==> src/rtl/ct_pkg.sv <==
// Shared definitions for the sequenced counter: FSM state encodings and default widths.
package ct_pkg;

   localparam int unsigned W_DEF  = 3;
   localparam int unsigned RW_DEF = 8;

   typedef enum logic [1:0] {
      ST_IDLE = 2'b00,
      ST_RUN  = 2'b01,
      ST_HOLD = 2'b10,
      ST_DONE = 2'b11
   } ct_state_e;

endpackage

==> src/rtl/ct_core.sv <==
// W-bit counter register with synchronous load and enabled up/down stepping.
module ct_core
   import ct_pkg::*;
#(
   parameter int unsigned W = W_DEF
) (
   input  logic         clk,
   input  logic         clr,
   input  logic         load,
   input  logic [W-1:0] load_val,
   input  logic         en,
   input  logic         down,
   output logic [W-1:0] q
);

   logic [W-1:0] q_q;
   logic [W-1:0] q_d;

   // Load wins over stepping so a new run always starts from its initial value.
   always_comb begin
      q_d = q_q;
      if (load) begin
         q_d = load_val;
      end else if (en) begin
         q_d = down ? (q_q - W'(1)) : (q_q + W'(1));
      end
   end

   always_ff @(posedge clk or negedge clr) begin
      if (!clr) begin
         q_q <= '0;
      end else begin
         q_q <= q_d;
      end
   end

   assign q = q_q;

endmodule

==> src/rtl/ct_seq_ctrl.sv <==
// Run sequencer: IDLE/RUN/HOLD/DONE FSM driving a ct_core counter, with latched
// direction/limit and a saturating completed-run counter.
module ct_seq_ctrl
   import ct_pkg::*;
#(
   parameter int unsigned W  = W_DEF,
   parameter int unsigned RW = RW_DEF
) (
   input  logic          clk,
   input  logic          clr,
   input  logic          start,
   input  logic          pause,
   input  logic          dir,
   input  logic [W-1:0]  lim,
   output logic [W-1:0]  q,
   output logic          busy,
   output logic          done,
   output logic [1:0]    state,
   output logic [RW-1:0] runs
);

   ct_state_e     state_q, state_d;
   logic          dir_q, dir_d;
   logic [W-1:0]  lim_q, lim_d;
   logic [RW-1:0] runs_q, runs_d;

   logic          core_load;
   logic [W-1:0]  core_load_val;
   logic          core_en;
   logic [W-1:0]  end_val;
   logic          at_end;

   ct_core #(
      .W (W)
   ) u_core (
      .clk      (clk),
      .clr      (clr),
      .load     (core_load),
      .load_val (core_load_val),
      .en       (core_en),
      .down     (dir_q),
      .q        (q)
   );

   assign end_val = dir_q ? '0 : lim_q;
   assign at_end  = (q == end_val);

   always_ff @(posedge clk or negedge clr) begin
      if (!clr) begin
         state_q <= ST_IDLE;
         dir_q   <= 1'b0;
         lim_q   <= '0;
         runs_q  <= '0;
      end else begin
         state_q <= state_d;
         dir_q   <= dir_d;
         lim_q   <= lim_d;
         runs_q  <= runs_d;
      end
   end

   always_comb begin
      state_d = state_q;
      dir_d   = dir_q;
      lim_d   = lim_q;
      runs_d  = runs_q;
      case (state_q)
         ST_IDLE: begin
            if (start) begin
               dir_d   = dir;
               lim_d   = lim;
               state_d = ST_RUN;
            end
         end
         ST_RUN: begin
            if (pause) begin
               state_d = ST_HOLD;
            end else if (at_end) begin
               state_d = ST_DONE;
            end
         end
         ST_HOLD: begin
            if (!pause) begin
               state_d = ST_RUN;
            end
         end
         ST_DONE: begin
            state_d = ST_IDLE;
            if (runs_q != '1) begin
               runs_d = runs_q + RW'(1);
            end
         end
         default: state_d = ST_IDLE;
      endcase
   end

   // Counter control: the load value uses the live dir/lim because they are
   // latched on the same edge that loads the counter.
   always_comb begin
      core_load     = (state_q == ST_IDLE) && start;
      core_load_val = dir ? lim : '0;
      core_en       = (state_q == ST_RUN) && !pause && !at_end;
   end

   always_comb begin
      busy  = (state_q == ST_RUN) || (state_q == ST_HOLD);
      done  = (state_q == ST_DONE);
      state = state_q;
      runs  = runs_q;
   end

endmodule

==> config.mk <==
export PLATFORM = sky130hd
export DESIGN_NAME = ct_seq_ctrl
export DESIGN_NICKNAME = d
export VERILOG_FILES = /design/src/rtl/ct_pkg.sv /design/src/rtl/ct_core.sv /design/src/rtl/ct_seq_ctrl.sv
export SDC_FILE = /design/constraint.sdc
export NUM_CORES = 1
export LEC_CHECK = 0
export CAP_MARGIN = 20
export CORE_AREA = 2 2 44 62
export DETAILED_ROUTE_END_ITERATION = 8
export DIE_AREA = 0 0 46 64
export PLACE_DENSITY = 0.71
export SYNTH_ARGS = -nofsm -noshare
export SYNTH_HDL_FRONTEND = slang
export SYNTH_SLANG_ARGS = --single-unit
export TNS_END_PERCENT = 100
==> constraint.sdc <==
create_clock -name clk -period 1.6 [get_ports clk]
set_input_delay 0.4 -clock clk [delete_from_list [all_inputs] [get_ports clk]]
set_output_delay 0.4 -clock clk [all_outputs]
set_load 0.01 [all_outputs]
### After elaboration in Yosys (flattened, before gate mapping)

Index checks and enable logic that the tools add are counted.
Widths: inputs -> output; s select.

| operators by class | value |
|---|---|
| equality and inequality tests | 8 |
| $add $sub $neg | 3 |
| reduce and logical (&&, ||, !) cells | 11 |
| muxes and demuxes | 10 |

Operators with widths:

| cell | count |
|---|---|
| $mux 3 | 5 |
| $add 8x1->8 const B | 1 |
| $mux 2 | 4 |
| $ne 8x8->1 const B | 1 |
| $pmux 2 s4 | 1 |
| $eq 2x2->1 const B | 2 |
| $ne 2x2->1 const B | 2 |
| $reduce_and 2->1 | 2 |
| $add 3x1->3 const B | 1 |
| $eq 3x3->1 | 1 |
| $logic_and 1x1->1 | 3 |
| $ne 3x3->1 const B | 1 |
| $reduce_and 3->1 | 1 |
| $sub 3x1->3 const B | 1 |
| $eq 2x1->1 const B | 1 |
| $logic_not 1->1 | 2 |
| $logic_not 2->1 | 1 |
| $reduce_bool 2->1 | 1 |
| $logic_or 1x1->1 | 1 |

| storage, ports and cells | value |
|---|---|
| bits in registers | 17 |
| output and inout bits | 15 |
| input port bits | 8 |

### Logic depth before layout (Yosys ltp)

| depth | value |
|---|---|
| depth in word-level cells | 6 |
| gate-level depth with buffers | 7 |
| depth with buffers taken out | 7 |

### Cells and area by module

Synthesis repeated with hierarchy kept, for this count alone.

| second synthesis, totals | value |
|---|---|
| cells, all modules | 97 |
| area total of the unflattened synthesis | 1002.2 µm² |

By module, submodules not included:

| module | times used | seq. area each (µm²) | area each (µm²) | cells an instance |
|---|---|---|---|---|
| ct_seq_ctrl | 1 | 350.3 | 818.3 | 77 |
| ct_core | 1 | 75.1 | 183.9 | 20 |

### Worst setup path before layout

No wires, ideal clock.

| timing path | value |
|---|---|
| path type | register to register |
| from | register state_q[1] (netlist: state[1]) |
| to | register u_core.q_q[2] (netlist: u_core.q[2]) |
| path buffers | 0 |
| path slack | -0.223 ns |
| arrival time | 1.754 ns |
| clock period less this slack | 1.823 ns |
| cell stages (with the launch flop) | 8 |
| cells stage by stage | dfrtp_1 > inv_1 > ha_1 > or2b_1 > a21oi_1 > a32oi_2 > or4_1 > nand3_1 |

| on the way | value |
|---|---|
| word-level cells in the longest chain between the ends | 4 |
| elaborated cells on any way between the ends | 7 |
| classes of those cells | 1 x eq/ne; 1 x mux; 5 x reduce/logical |

RTL lines:

| element | line | text |
|---|---|---|
| from (decl) | ct_seq_ctrl.sv:22 | `ct_state_e state_q, state_d;` |
| from (signal assigned) | ct_seq_ctrl.sv:55 | `state_q <= state_d;` |
| $eq 2x1->1 | ct_seq_ctrl.sv:102 | `core_en = (state_q == ST_RUN) && !pause && !at_end;` |
| $logic_and 1x1->1 (2 in series) | ct_seq_ctrl.sv:102 |  |
| $reduce_bool 2->1 (no source line) | -- |  |
| to (signal assigned) | ct_core.sv:33 | `q_q <= q_d;` |
| to (decl) | ct_core.sv:16 | `logic [W-1:0] q_q;` |

Several ways; a longest one is shown, not always the timed one.
A chain may end at the register's enable or synchronous reset.

### Worst setup path after layout

| timing path | value |
|---|---|
| from | register state_q[0] (netlist: state[0]) |
| to | register u_core.q_q[2] (netlist: u_core.q[2]) |

Same word-level chain as after synthesis.

==> metrics.md <==
| Metric | Value |
|---|---|
| Gpl congestion | a little under 0.8 |
| Design Power | between 2 and 3 mW |
| Vias | 880 |
| Sw Ratio | 0.3866 |
| RSZ-0062 raised after global routing | yes |
| Drt total wl | roughly 2300 um |
| Comb pwr share | 0.660 |
| Mapped Nets | around 110 |
| CP bufs+invs | 1 |
| Seq pwr share | 0.265 |
| Final hold slack | roughly 0.43 ns |
| Worst Path Class, Setup | reg2reg |
| Nets | between 150 and 200 |
| Final worst slack | -0.07243 ns |
| Share of post-route cells with drive strength above 1 | 0.3904 |
| N_diodes | 0 |
| First-pass GRT wire length | 3822 um |
| Post-synth EDFFs | 0 |
| Slew margin rel. | 0.7953 |
| IO Port Bufs | 22 |
| Overflow after GRT | 0 |
| Status | complete, but fails checks |
| Worst-Margin Slew | 0.3071 ns |
| Chip height | ~64 um |
| Peak supply drop | between 1 and 1.5 mV |
| CP Launch Type | register |
| Vias per inst | 5.207 |
| Setup Viol. Count Final | 4 |
| Minimum clock period | 1.672 ns |
| DIE AREA | about 2900 sq um |
| Chip width | ~46 um |
| Leak pwr | 0.7526 nW |
| Int Power | 1.799 mW |
| DRC viols | 0 |
| Power share of the clock group | 0.075 |
| TritonRoute pass-1 iters | 4 |
| Cells along the critical path | buf_6 -> ha_4 -> or2b_1 -> a21oi_2 -> a32oi_2 -> or4_1 -> nand3_1 |
| Crit-path leading delay family | simple AND/OR/NAND/NOR gates |
| # rows | 21 |
| Commonest non-fill, non-tap cells in the layout | 23 x buf_4, 13 x dfrtp_1, 9 x nand2_1 |
| P_sw | ~1.1 mW |
| Peak Freq | between 500 and 600 MHz |
| Synth-to-Final Area Change | 53.53% |
| Layout Cells excl Fill | about 170 |
| Worst-path clk slew | 0.09 ns |
| Std-Cell Core Area | ~2400 sq um |
| Critical path's largest stage delay | about 0.48 ns |
| Seq/Total Area, Yosys | 0.4282 |
| Pins over their slew limit | 0 |
| Synthesized area | 993.5 sq um |
| Synth async-reset ratio | 1.000 |
| # clock sinks | 17 |
| Synth warn | 0 |
| Syn Area/Cell | roughly 10 sq um |
| CP required | approximately 1.8 ns |
| Met3 usage | 0.02542 |
| Worst path arrival time | about 1.9 ns |
| Worst Skew | around 0.0032 ns |
| Placed cells | between 150 and 200 |
| Crit-path slowest cell | or4_1 |
| Tcrit/Tclk final | 1.045 |
| I/O pins | 23 |
| Initial Utilization | 0.4201 |
| DRT antenna net count | 0 |
| First DRT Iteration DRCs | 7 |
| Final Hold Vio Count | 0 |
| Initial antenna violation count | 0 |
| Clock tree buffer depth | 2 |
| Met1 Track Usage GR | 0.2065 |
| TritonCTS Buffers | 3 |
| Main flop type after synthesis | dfrtp_1 |
| Post-DR wirelength/cell | approximately 13 um |
| H-tree depth | 1 |
| Post-synthesis cell type count | 33 |
| Seq cells post-synth | 17 |
| Busiest grt layer | met2 |
| Most common cell after layout, fill and taps aside | buf_4 |
| Vias in the first global route | 885 |
| GR Util All Layers | 0.1738 |
| Critical Path Sink Type | register |
| Grt met2 use | 0.2969 |
| PwrDens | 1922 nW/um^2 |
| CTS tree | yes |
| Worst skew pair latency | about 0.28 ns |
| Failing checks | negative setup slack |
| Largest net degree at the start of global routing | 18 |
| CP Max Fanout | 3 |
| Hold Path Class | in2async |
| Final Util | 0.6450 |
| Mapped Cells | 95 |
| Total of max-cap violations | 0 |
| HPWL after DPL | between 1500 and 2000 um |
| Clk root buf | clkbuf_4 |
==> timing repair <==
item                                    4_1_cts  5_1_grt
hold buffers                                  0        0
gates resized for setup                      33       11
endpoints found under the hold margin         0        0
setup buffers                                10        3
pin swaps                                     1        5
endpoints found under the setup margin       20       13
==> cells by family (layout without fill, tap and decap cells) <==
group | after synthesis | after routing | synth area share
compound gates | 19 | 19 | 0.1234
xor+xnor | 11 | 11 | 0.1159
fa+ha+maj | 6 | 6 | 0.08312
buf+inv | 8 | 59 | 0.03779
flops | 17 | 17 | 0.4282
mux | 4 | 4 | 0.04534
simple gates | 30 | 30 | 0.1663
==> synth_stat cells, drive strengths merged (2+ instances only) <==
library cell | number | area share
a21oi | 7 | 0.035
mux2 | 4 | 0.045
nand2 | 9 | 0.034
and3 | 4 | 0.026
xor2 | 4 | 0.035
a32oi | 2 | 0.025
nand4 | 2 | 0.013
dfrtp | 17 | 0.43
nand3 | 6 | 0.030
inv | 7 | 0.026
nor2 | 2 | 0.0076
xnor2 | 7 | 0.081
o21ai | 5 | 0.025
nor2b | 2 | 0.015
ha | 5 | 0.063
==> cell type report <==
type | instances | area (sq um)
Sequential cell | 17 | 430.4
Multi-Input combinational cell | 70 | 594.3
Fill cell | 203 | 839.6
Tap cell | 23 | 28.78
Clock buffer | 4 | 26.28
Timing Repair Buffer | 48 | 416.7
Inverter | 7 | 28.78
==> stage by stage <==
stage / instance area [sq um] / worst slack (ns) / TNS [ns]
after detailed placement: 1346 / -0.2821 / -0.9313
after global placement: 1346 / -0.2469 / -0.8084
final: 1525 / -0.07243 / -0.1429
after CTS: 1476 / -0.08310 / -0.2058
after global routing: 1525 / -0.1725 / -0.6698
after floorplan: 1011 / -0.09155 / -0.09155
==> layer usage <==
layer | wire length [um] | part of all wire | up-vias
met5 | 0 | 0 | -
met4 | 14 | 0.0061 | 0
met3 | 86 | 0.038 | 2
met2 | 1235 | 0.54 | 16
met1 | 941 | 0.41 | 429
li1 | - | - | 433
==> state kept, by name (all words and copies together), names as in the netlist <==
register  flops
runs          8
lim_q         3
u_core.q      3
state         2
dir_q         1
==> final timing paths <==
path	startpoint	to	slack, ns	cells after the start
setup / recovery	state[0]	u_core.q[2]	-0.07	7
hold / removal	clr	runs[7]	0.43	2
setup reg to reg	state[0]	u_core.q[2]	-0.07	7
hold reg to reg	runs[5]	runs[5]	0.51	1
max in group asynchronous	clr	dir_q	0.97	2
min in group clk	runs[5]	runs[5]	0.51	1
==> power groups by stage <==
stage	combinational, mW	sequential [mW]	clock (mW)
after floorplan	0.850	0.881	0
after global placement	1.52	0.841	0
after detailed placement	1.56	0.851	0
after CTS	1.85	0.777	0.233
after global routing	2.12	0.809	0.260
final	1.93	0.778	0.221
(Power assumes the default switching activity.)
